===== src/rtl/hub75_scan_driver.sv =====
// hub75_scan_driver: HUB75 panel scan engine (shift, blank, latch, display per row pair)
// Ports: clk/rst sync active-high; en scan enable; R0..B1 pixel bits for (col,row);
// col/row index to pixel source; HR0..HB1 panel data; HCLK shift clock; HLAT latch;
// HOE_N output enable (low = on); HADDR row-pair address; frame_done one-cycle end-of-frame; busy.
module hub75_scan_driver #(
    parameter int COLS      = 64,
    parameter int ROWS_HALF = 16,
    parameter int CLK_DIV   = 2,
    parameter int LAT_CYC   = 2,
    parameter int ON_CYC    = 64
) (
    input  logic                         clk,
    input  logic                         rst,
    input  logic                         en,
    input  logic                         R0,
    input  logic                         G0,
    input  logic                         B0,
    input  logic                         R1,
    input  logic                         G1,
    input  logic                         B1,
    output logic [$clog2(COLS)-1:0]      col,
    output logic [$clog2(ROWS_HALF)-1:0] row,
    output logic                         HR0,
    output logic                         HG0,
    output logic                         HB0,
    output logic                         HR1,
    output logic                         HG1,
    output logic                         HB1,
    output logic                         HCLK,
    output logic                         HLAT,
    output logic                         HOE_N,
    output logic [$clog2(ROWS_HALF)-1:0] HADDR,
    output logic                         frame_done,
    output logic                         busy
);
    typedef enum logic [2:0] {IDLE, SHIFT, BLANK, LATCH, DISPLAY} state_t;
    localparam int XW   = $clog2(COLS);
    localparam int YW   = $clog2(ROWS_HALF);
    localparam int PW   = $clog2(2 * CLK_DIV);
    localparam int CMAX = (LAT_CYC > ON_CYC) ? LAT_CYC : ON_CYC;
    localparam int NW   = $clog2(CMAX + 1);
    localparam logic [XW-1:0] COL_LAST = XW'(COLS - 1);
    localparam logic [YW-1:0] ROW_LAST = YW'(ROWS_HALF - 1);
    localparam logic [PW-1:0] PH_LAST  = PW'(2 * CLK_DIV - 1);
    localparam logic [PW-1:0] PH_RISE  = PW'(CLK_DIV - 1);
    localparam logic [NW-1:0] LAT_LAST = NW'(LAT_CYC - 1);
    localparam logic [NW-1:0] ON_LAST  = NW'(ON_CYC - 1);
    state_t          state;
    logic [PW-1:0]   ph;
    logic [NW-1:0]   cnt;
    always_ff @(posedge clk) begin
        if (rst) begin
            state      <= IDLE;
            ph         <= '0;
            cnt        <= '0;
            col        <= '0;
            row        <= '0;
            HADDR      <= '0;
            {HR0, HG0, HB0, HR1, HG1, HB1} <= '0;
            HCLK       <= 1'b0;
            HLAT       <= 1'b0;
            HOE_N      <= 1'b1;
            frame_done <= 1'b0;
            busy       <= 1'b0;
        end else begin
            frame_done <= 1'b0;
            case (state)
                IDLE: if (en) begin
                    state <= SHIFT;
                    busy  <= 1'b1;
                    col   <= '0;
                    ph    <= '0;
                end
                SHIFT: begin
                    ph <= (ph == PH_LAST) ? '0 : ph + 1'b1;
                    // col changed on entry to ph=0, so the pixel source has had a full cycle
                    if (ph == '0) {HR0, HG0, HB0, HR1, HG1, HB1} <= {R0, G0, B0, R1, G1, B1};
                    if (ph == PH_RISE) HCLK <= 1'b1;
                    if (ph == PH_LAST) begin
                        HCLK <= 1'b0;
                        if (col == COL_LAST) state <= BLANK;
                        else col <= col + 1'b1;
                    end
                end
                BLANK: begin
                    state <= LATCH;
                    HLAT  <= 1'b1;
                    HADDR <= row;
                    cnt   <= '0;
                end
                LATCH: if (cnt == LAT_LAST) begin
                    state <= DISPLAY;
                    HLAT  <= 1'b0;
                    HOE_N <= 1'b0;
                    cnt   <= '0;
                end else cnt <= cnt + 1'b1;
                DISPLAY: if (cnt == ON_LAST) begin
                    HOE_N      <= 1'b1;
                    col        <= '0;
                    ph         <= '0;
                    row        <= (row == ROW_LAST) ? '0 : row + 1'b1;
                    frame_done <= (row == ROW_LAST);
                    state      <= en ? SHIFT : IDLE;
                    busy       <= en;
                end else cnt <= cnt + 1'b1;
                default: state <= IDLE;
            endcase
        end
    end
endmodule


===== config.mk =====
export PLATFORM = sky130hd
export DESIGN_NAME = hub75_scan_driver
export DESIGN_NICKNAME = d
export VERILOG_FILES = /design/src/rtl/hub75_scan_driver.sv
export SDC_FILE = /design/constraint.sdc
export NUM_CORES = 1
export LEC_CHECK = 0
export CORE_MARGIN = 1
export CORE_UTILIZATION = 55
export DETAILED_ROUTE_END_ITERATION = 10
export MAX_ROUTING_LAYER = met4
export PLACE_DENSITY = 0.84
export SKIP_CTS_REPAIR_TIMING = 1
export SLEW_MARGIN = 20
export SYNTH_ARGS = -nofsm -noshare
export SYNTH_HDL_FRONTEND = slang
export SYNTH_SLANG_ARGS = --single-unit

===== constraint.sdc =====
create_clock -name clk -period 3.5 [get_ports clk]
set_input_delay 0.7 -clock clk [delete_from_list [all_inputs] [get_ports clk]]
set_output_delay 0.7 -clock clk [all_outputs]
set_load 0.05 [all_outputs]

**Word-level counts from Yosys, hierarchy flattened**

Index checks and enable logic that the tools add are counted.
W data, S select, Z words.

- Input port bits: 9
- Flip-flop bits (word level): 37

- Mux-type cells: 29
- Add/subtract/negate cells: 4
- Reduce and logical (&&, ||, !) cells: 19
- Equality and inequality tests: 17
- Bitwise gates (word level): 2

Operators by type and width:

| cell | number |
|---|---|
| $mux W6 | 4 |
| $pmux W7 S3 | 1 |
| $pmux W6 S3 | 1 |
| $mux W3 | 5 |
| $pmux W3 S5 | 1 |
| $mux W7 | 2 |
| $ne A2 B2 Y1 const B | 7 |
| $reduce_and A2 Y1 | 5 |
| $reduce_and A5 Y1 | 2 |
| $reduce_and A3 Y1 | 3 |
| $reduce_bool A2 Y1 | 4 |
| $add A7 B1 Y7 const B | 1 |
| $eq A7 B1 Y1 const B | 1 |
| $eq A7 B6 Y1 const B | 1 |
| $mux W1 | 7 |
| $add A6 B1 Y6 const B | 1 |
| $eq A3 B2 Y1 const B | 2 |
| $eq A6 B6 Y1 const B | 1 |
| $mux W2 | 3 |
| $pmux W1 S2 | 3 |
| $pmux W2 S3 | 1 |
| $reduce_bool A3 Y1 | 2 |
| $add A4 B1 Y4 const B | 1 |
| $eq A4 B4 Y1 const B | 1 |
| other kinds (10) | 11 |

**Longest topological paths before layout**

Gate-level depths: netlist of run 1.

- Word-level depth: 4
- Gate-level depth with buffers: 6
- Gate-level depth less buffers: 6

**Worst setup path before layout of run 1**

Ideal clock, no wire load.

- Path type: reg-to-reg
- Start: reg col[0]
- End: reg col[5]
- Setup time: 0.117 ns
- Buffers on the path: 0
- Stages on the path, launching flop included: 6
- Arrival: 1.730 ns
- Slack: 1.653 ns
- Path through: dfxtp_1 ha_1 and2_1 a2111oi_0 xor2_1 a22o_1

- Word-level cells in the longest chain between the ends: 4
- Elaborated cells on any way between the ends: 7
- Classes of those cells: add/sub: 1; eq/ne: 2; mux: 3; reduce/logical: 1

Ends and longest elaborated chain:

| element | RTL line | RTL |
|---|---|---|
| from (decl) | 21 | `output logic [$clog2(COLS)-1:0] col,` |
| from (signal assigned) | 82 | `else col <= col + 1'b1;` |
| $add A6 B1 Y6 | 82 |  |
| $mux W6 | 81 | `if (col == COL_LAST) state <= BLANK;` |
| $mux W6 | 79 | `if (ph == PH_LAST) begin` |
| $pmux W6 S3 | 67 | `case (state)` |

Several ways; a longest one is shown, not always the timed one. The select of a mux whose other input is x is not followed.
A chain may end at the register's enable or synchronous reset.

**Worst setup path in the final report of run 1**

- Start: reg col[5]
- End: out col[5]

No word-level cell between the ends.

==> results of run 1 <==
state kept, by name (all words and copies together) (netlist names), 2 cells and up:
name / flops
HADDR: 4
state: 3
ph: 2
row: 4
cnt: 7
col: 6
power groups by stage:
stage / combinational (W) / sequential [W] / clock [W]
floorplan: 0.0000360 / 0.000465 / 0
global placement: 0.0000825 / 0.000446 / 0
detailed placement: 0.0000836 / 0.000447 / 0
CTS: 0.0000843 / 0.000437 / 0.000236
global route: 0.0000909 / 0.000439 / 0.000254
finish: 0.0000841 / 0.000437 / 0.000232
per-layer routing:
layer | vias up | global-route usage | part of all wire
li1 | 861 | - | -
met1 | 828 | 0.3526 | 0.47
met5 | - | - | 0
met4 | 0 | 0.1030 | 0.011
met3 | 5 | 0.04803 | 0.044
met2 | 43 | 0.4093 | 0.47
how the worst max path moves through the flow:
stage | slack, ns | to | from
2_1_floorplan | 1.65 | col[5] | col[0]
3_3_place_gp | 1.27 | col[3] | rst
3_5_place_dp | 1.22 | col[3] | rst
4_1_cts | 1.14 | col[5] | col[5]
5_1_grt | 1.06 | col[5] | col[5]
6_report | 1.14 | col[5] | col[5]
cells by family after synthesis:
logic type	Yosys count	synth area share
AND/OR/NAND/NOR	80	0.2337
XOR/XNOR	1	0.004812
multiplexers	7	0.03849
buffers and inverters	20	0.04467
flip-flops	37	0.4069
AO/OA/AOI/OAI	65	0.2234
adder cells (fa/ha/maj)	7	0.04811
cells in the final DEF, fill, tap and decap left out, types with 2 or more instances in the layout:
| master | instances |
|---|---|
| a21oi_1 | 26 |
| clkbuf_4 | 5 |
| nor2_1 | 14 |
| clkdlybuf4s50_1 | 33 |
| a31oi_1 | 4 |
| a22o_1 | 3 |
| nor2b_1 | 3 |
| a211oi_1 | 5 |
| o221ai_1 | 3 |
| nand2_1 | 19 |
| o31ai_1 | 5 |
| or4_1 | 5 |
| dfxtp_1 | 37 |
| nand2b_1 | 2 |
| o21ai_0 | 10 |
| and3_1 | 3 |
| and4_1 | 2 |
| nor3_1 | 4 |
| or3_1 | 4 |
| o21ai_1 | 2 |
| nand4_1 | 4 |
| buf_4 | 2 |
| mux2i_1 | 7 |
| ha_1 | 7 |
| nand3_1 | 12 |
| and2_1 | 3 |
| inv_1 | 11 |
area by class of cell:
class / count / share of cell area
Clock buffer: 7 / 0.02462
Inverter: 11 / 0.01847
Multi-Input combinational cell: 160 / 0.4466
Sequential cell: 37 / 0.3313
Tap cell: 44 / 0.02462
Timing Repair Buffer: 35 / 0.1544
per-stage QoR:
step,util,setup WS [ns]
final,0.7206,1.140
after global routing,0.7206,1.058
after CTS,0.7206,1.137
after detailed placement,0.7028,1.218
after global placement,0.7028,1.269
after floorplan,-,1.653
==> flow_summary.json, run 1 <==
{
  "outcome": "completed",
  "fill_cells": 273,
  "root_buffer": "clkbuf_4",
  "wire_per_inst_um": 13.97,
  "grt.overflow.total": 0,
  "p_sw_frac": 0.2606,
  "ios": 34,
  "wirelength_um": 4106,
  "arrival_ns": 1.66,
  "peakVddDrop_mv": 0.2371,
  "crit_path_top_delay_cell": "clkdlybuf4s50_1",
  "r2r-end": "col[3]",
  "grt_pass1_vias": 1507,
  "async_flop_share": 0,
  "slew_viol_final": 0,
  "power_per_cell_area_nw_per_um2": 337.1,
  "endpoint_kind": "output port",
  "nets": 266,
  "dp_cells": 287,
  "yosys.cell_count.top_type": "dfxtp_1",
  "timing.fmax_mhz": 423.8,
  "r2r_slack_ns": 1.35,
  "avgSynthCellArea_um2": 8.389,
  "drtPass1Iterations": 4,
  "grt_max_degree": 28,
  "synth_fp_nets": 233,
  "clk_latency_ns": 0.34,
  "path_cells": "clkdlybuf4s50_1",
  "period_share": 0.6741,
  "start_util": 0.5867,
  "seq_area_um2": 740.7,
  "relSlewSlack": 0.6315,
  "synth_edf_count": 0,
  "cts_inserted_buffers": 5,
  "place_congestion": 0.8733,
  "period_needed_ns": 2.360,
  "dr.first_iter.drc_count": 181,
  "critPathMaxStageDelay_ns": 0.85,
  "p_switching_w": 0.0001965,
  "worstMarginPinSlew_ns": 0.5491,
  "synth_area_leaders": "dfxtp_1 41%, a21oi_1 7.1%, ha_1 4.8%",
  "antenna_found_initial": 0,
  "core.rowCount": 20,
  "instances_no_fill": 294,
  "die-area_um2": 3544,
  "synth_largest_area_cell": "dfxtp_1",
  "grt_usage": 0.2682,
  "vias_per_cell": 5.908,
  "worstPathMaxFanout": 7,
  "die_h_um": 59.53,
  "ys_types": 40,
  "r2r_start": "state[2]",
  "synth_top_area_frac": 0.4069,
  "grt_pass1_wl_um": 6962,
  "multi_input_area_um2": 998.5,
  "path_buf_inv": 1,
  "layout-drive-gt1-share": 0.04400,
  "synth_ff_type": "dfxtp_1",
  "drt.antenna.violating_nets": 0,
  "hold_depth": 2,
  "finalSetupViolations": 0,
  "hp-start": "HADDR[3]",
  "hold_viol_final": 0,
  "fin_area_um2": 2236,
  "timing.max_cap.violations": 0,
  "fin_worst_skew_ns": 0.01211,
  "pwr-share-clk": 0.308,
  "vias": 1737,
  "rsz0062_at_grt": "false",
  "min_to": "HADDR[3]",
  "synth.top_cells.by_count": "37 x dfxtp_1, 26 x a21oi_1, 19 x nand2_1, 14 x nor2_1, 12 x nand3_1",
  "place.port_buffers": 33,
  "dp.final_hpwl_um": 2862,
  "pwr-share-seq": 0.580,
  "tns_ns": 0,
  "syn_inst": 217,
  "drc": 0,
  "clock_sinks": 37,
  "cts_htree_levels": 2,
  "area_growth_pct": 22.82,
  "crit_path_start_kind": "flip-flop",
  "total_power_w": 0.0007537,
  "hp-class": "flip-flop to flip-flop",
  "core_area_um2": 3103,
  "yosys_warnings": 0,
  "cpLargestDelayFamily": "buffers and inverters",
  "cp.depth": 1,
  "clkTransAtPathRegs_ns": 0.11,
  "p_leak_nw": 0.7666,
  "netlist_area_um2": 1820,
  "cts_buffer_depth": 2,
  "die_w_um": 59.53,
  "cts_tree": "yes",
  "placed_area_um2": 2181,
  "critPathKind": "flip-flop to output port",
  "comb_power_share": 0.112,
  "intPower_w": 0.0005573,
  "worstPathRequired_ns": 2.80,
  "ys_ff_latch": 37,
  "worstRegToRegCells": 4,
  "hold_ws_ns": 0.4887,
  "yosysSeqAreaShare": 0.4069,
  "antenna_cells": 0
}
(Power assumes the default switching activity.)
==> inputs of run 2 (changes only) <==
--- a/config.mk
+++ b/config.mk
@@ -6,10 +6,10 @@
 export NUM_CORES = 1
 export LEC_CHECK = 0
 export CORE_MARGIN = 1
-export CORE_UTILIZATION = 55
+export CORE_UTILIZATION = 46
 export DETAILED_ROUTE_END_ITERATION = 10
 export MAX_ROUTING_LAYER = met4
-export PLACE_DENSITY = 0.84
+export PLACE_DENSITY = 0.75
 export SKIP_CTS_REPAIR_TIMING = 1
 export SLEW_MARGIN = 20
 export SYNTH_ARGS = -nofsm -noshare
==> constraint.sdc (replaced) <==
create_clock -name clk -period 2.15 [get_ports clk]
set_input_delay 0.43 -clock clk [delete_from_list [all_inputs] [get_ports clk]]
set_output_delay 0.43 -clock clk [all_outputs]
set_load 0.05 [all_outputs]
==> flow_summary.json, run 2 (same netlist as run 1, synthesis figures left out) <==
{
  "fin_worst_skew_ns": 0.008450,
  "hold_viol_final": 0,
  "fill_cells": 340,
  "power_per_cell_area_nw_per_um2": 562.8,
  "outcome": "completed",
  "p_leak_nw": 0.7946,
  "drc": 0,
  "root_buffer": "clkbuf_8",
  "clock_sinks": 37,
  "timing.fmax_mhz": 490.6,
  "wire_per_inst_um": 13.42,
  "hp-class": "flip-flop to flip-flop",
  "slew_viol_final": 0,
  "crit_path_start_kind": "flip-flop",
  "worstMarginPinSlew_ns": 0.5399,
  "drt.antenna.violating_nets": 0,
  "timing.max_cap.violations": 0,
  "layout-drive-gt1-share": 0.05929,
  "core_area_um2": 3716,
  "endpoint_kind": "output port",
  "drtPass1Iterations": 4,
  "largest-register": "cnt",
  "cts_buffer_depth": 2,
  "start_util": 0.4899,
  "path_cells": "clkdlybuf4s50_1",
  "period_needed_ns": 2.038,
  "nets": 270,
  "largest_reg_flops": 7,
  "grt_max_degree": 19,
  "cts_inserted_buffers": 5,
  "final_common_cell": "dfxtp_1",
  "mostFrequentLayoutCells": "37 x dfxtp_1, 33 x clkdlybuf4s50_1, 26 x a21oi_1, 19 x nand2_1, 14 x nor2_1",
  "antenna_cells": 0,
  "hold_ws_ns": 0.4904,
  "core.rowCount": 22,
  "pwr-share-clk": 0.341,
  "die_h_um": 64.91,
  "place_congestion": 0.9024,
  "cts_tree": "yes",
  "relSlewSlack": 0.6307,
  "grt.overflow.total": 0,
  "worstPathRequired_ns": 1.72,
  "cpLargestDelayFamily": "buffers and inverters",
  "worstPathMaxFanout": 7,
  "period_share": 0.9481,
  "peakVddDrop_mv": 0.4626,
  "pwr-share-seq": 0.551,
  "grt_pass1_vias": 1441,
  "vias_per_cell": 5.598,
  "cts_htree_levels": 2,
  "grt_usage": 0.2043,
  "crit_path_top_delay_cell": "clkdlybuf4s50_1",
  "die_w_um": 64.91,
  "area_growth_pct": 25.77,
  "finalSetupViolations": 0,
  "path_buf_inv": 1,
  "clkTransAtPathRegs_ns": 0.07,
  "p_sw_frac": 0.2483,
  "placed_area_um2": 2216,
  "intPower_w": 0.0009687,
  "critPathMaxStageDelay_ns": 0.85,
  "die-area_um2": 4213,
  "clk_latency_ns": 0.28,
  "place.port_buffers": 33,
  "grt_pass1_wl_um": 6575,
  "rsz0062_at_grt": "false",
  "arrival_ns": 1.61,
  "fin_area_um2": 2290,
  "comb_power_share": 0.108,
  "dr.first_iter.drc_count": 106,
  "wirelength_um": 4038,
  "ios": 34,
  "p_switching_w": 0.0003200,
  "dp.final_hpwl_um": 2893,
  "critPathKind": "flip-flop to output port",
  "largest_registers": "cnt: 7 flops, col: 6 flops",
  "tns_ns": 0,
  "vias": 1685,
  "antenna_found_initial": 0
}
## run 2: cell types whose count changed in the layout (fill, tap and decap cells not counted), sizes merged
cell / change
buf: +4
clkbuf: -2
clkinv: +1
## run 2: per-stage QoR
stage	setup slack (ns)	total power, W	utilization	instances
after floorplan	0.3033	0.0008159	-	217
after global placement	0.3864	0.0008634	0.5963	295
after detailed placement	0.3592	0.0008652	0.5963	295
after CTS	0.1131	0.001299	0.6162	301
after global routing	0.06483	0.001351	0.6162	301
final	0.1115	0.001289	0.6162	301
## run 2: path summary, 6_finish.rpt
path	slack, ns	to	depth (start not counted)	from
min	0.49	HR1	2	HR1
max reg2reg	0.34	col[4]	3	state[0]
min reg2reg	0.49	HR1	2	HR1
max	0.11	col[5]	1	col[5]
## run 2: cell type report
class / count / area (um^2) / share of cell area
Clock buffer: 5 / 68.82 / 0.03005
Clock inverter: 1 / 5.005 / 0.002186
Inverter: 11 / 41.29 / 0.01803
Multi-Input combinational cell: 160 / 998.5 / 0.4361
Sequential cell: 37 / 740.7 / 0.3235
Tap cell: 48 / 60.06 / 0.02623
Timing Repair Buffer: 39 / 375.4 / 0.1639
## run 2: tightest hold or removal path, cell delays in order, from the launching register on
cell and delay (ns):
dfxtp_1 0.33, mux2i_1 0.06, nor2_1 0.07
## run 2: power groups by stage
stage          Sequential, W  Combinational (W)  Clock [W]
2_1_floorplan       0.000757          0.0000586          0
3_3_place_gp        0.000726           0.000138          0
3_5_place_dp        0.000726           0.000139          0
4_1_cts             0.000711           0.000139   0.000449
5_1_grt             0.000713           0.000150   0.000488
6_report            0.000711           0.000139   0.000439
## run 2: metal layers
metal	up-vias	wire length, um	share of wire	track usage
li1	873	-	-	-
met1	757	1930	0.48	0.2755
met2	50	1840	0.46	0.3060
met3	5	239	0.059	0.04754
met4	0	27	0.0067	0.05000
met5	-	0	0	-
==> inputs of run 3 (changes only) <==
--- a/config.mk
+++ b/config.mk
@@ -7,6 +7,7 @@
 export LEC_CHECK = 0
 export CORE_MARGIN = 1
 export CORE_UTILIZATION = 46
+export CTS_CLUSTER_SIZE = 14
 export DETAILED_ROUTE_END_ITERATION = 10
 export MAX_ROUTING_LAYER = met4
 export PLACE_DENSITY = 0.75
==> results of run 3 <==
No change in the layout: final DEF, timing and power equal those of run 2.
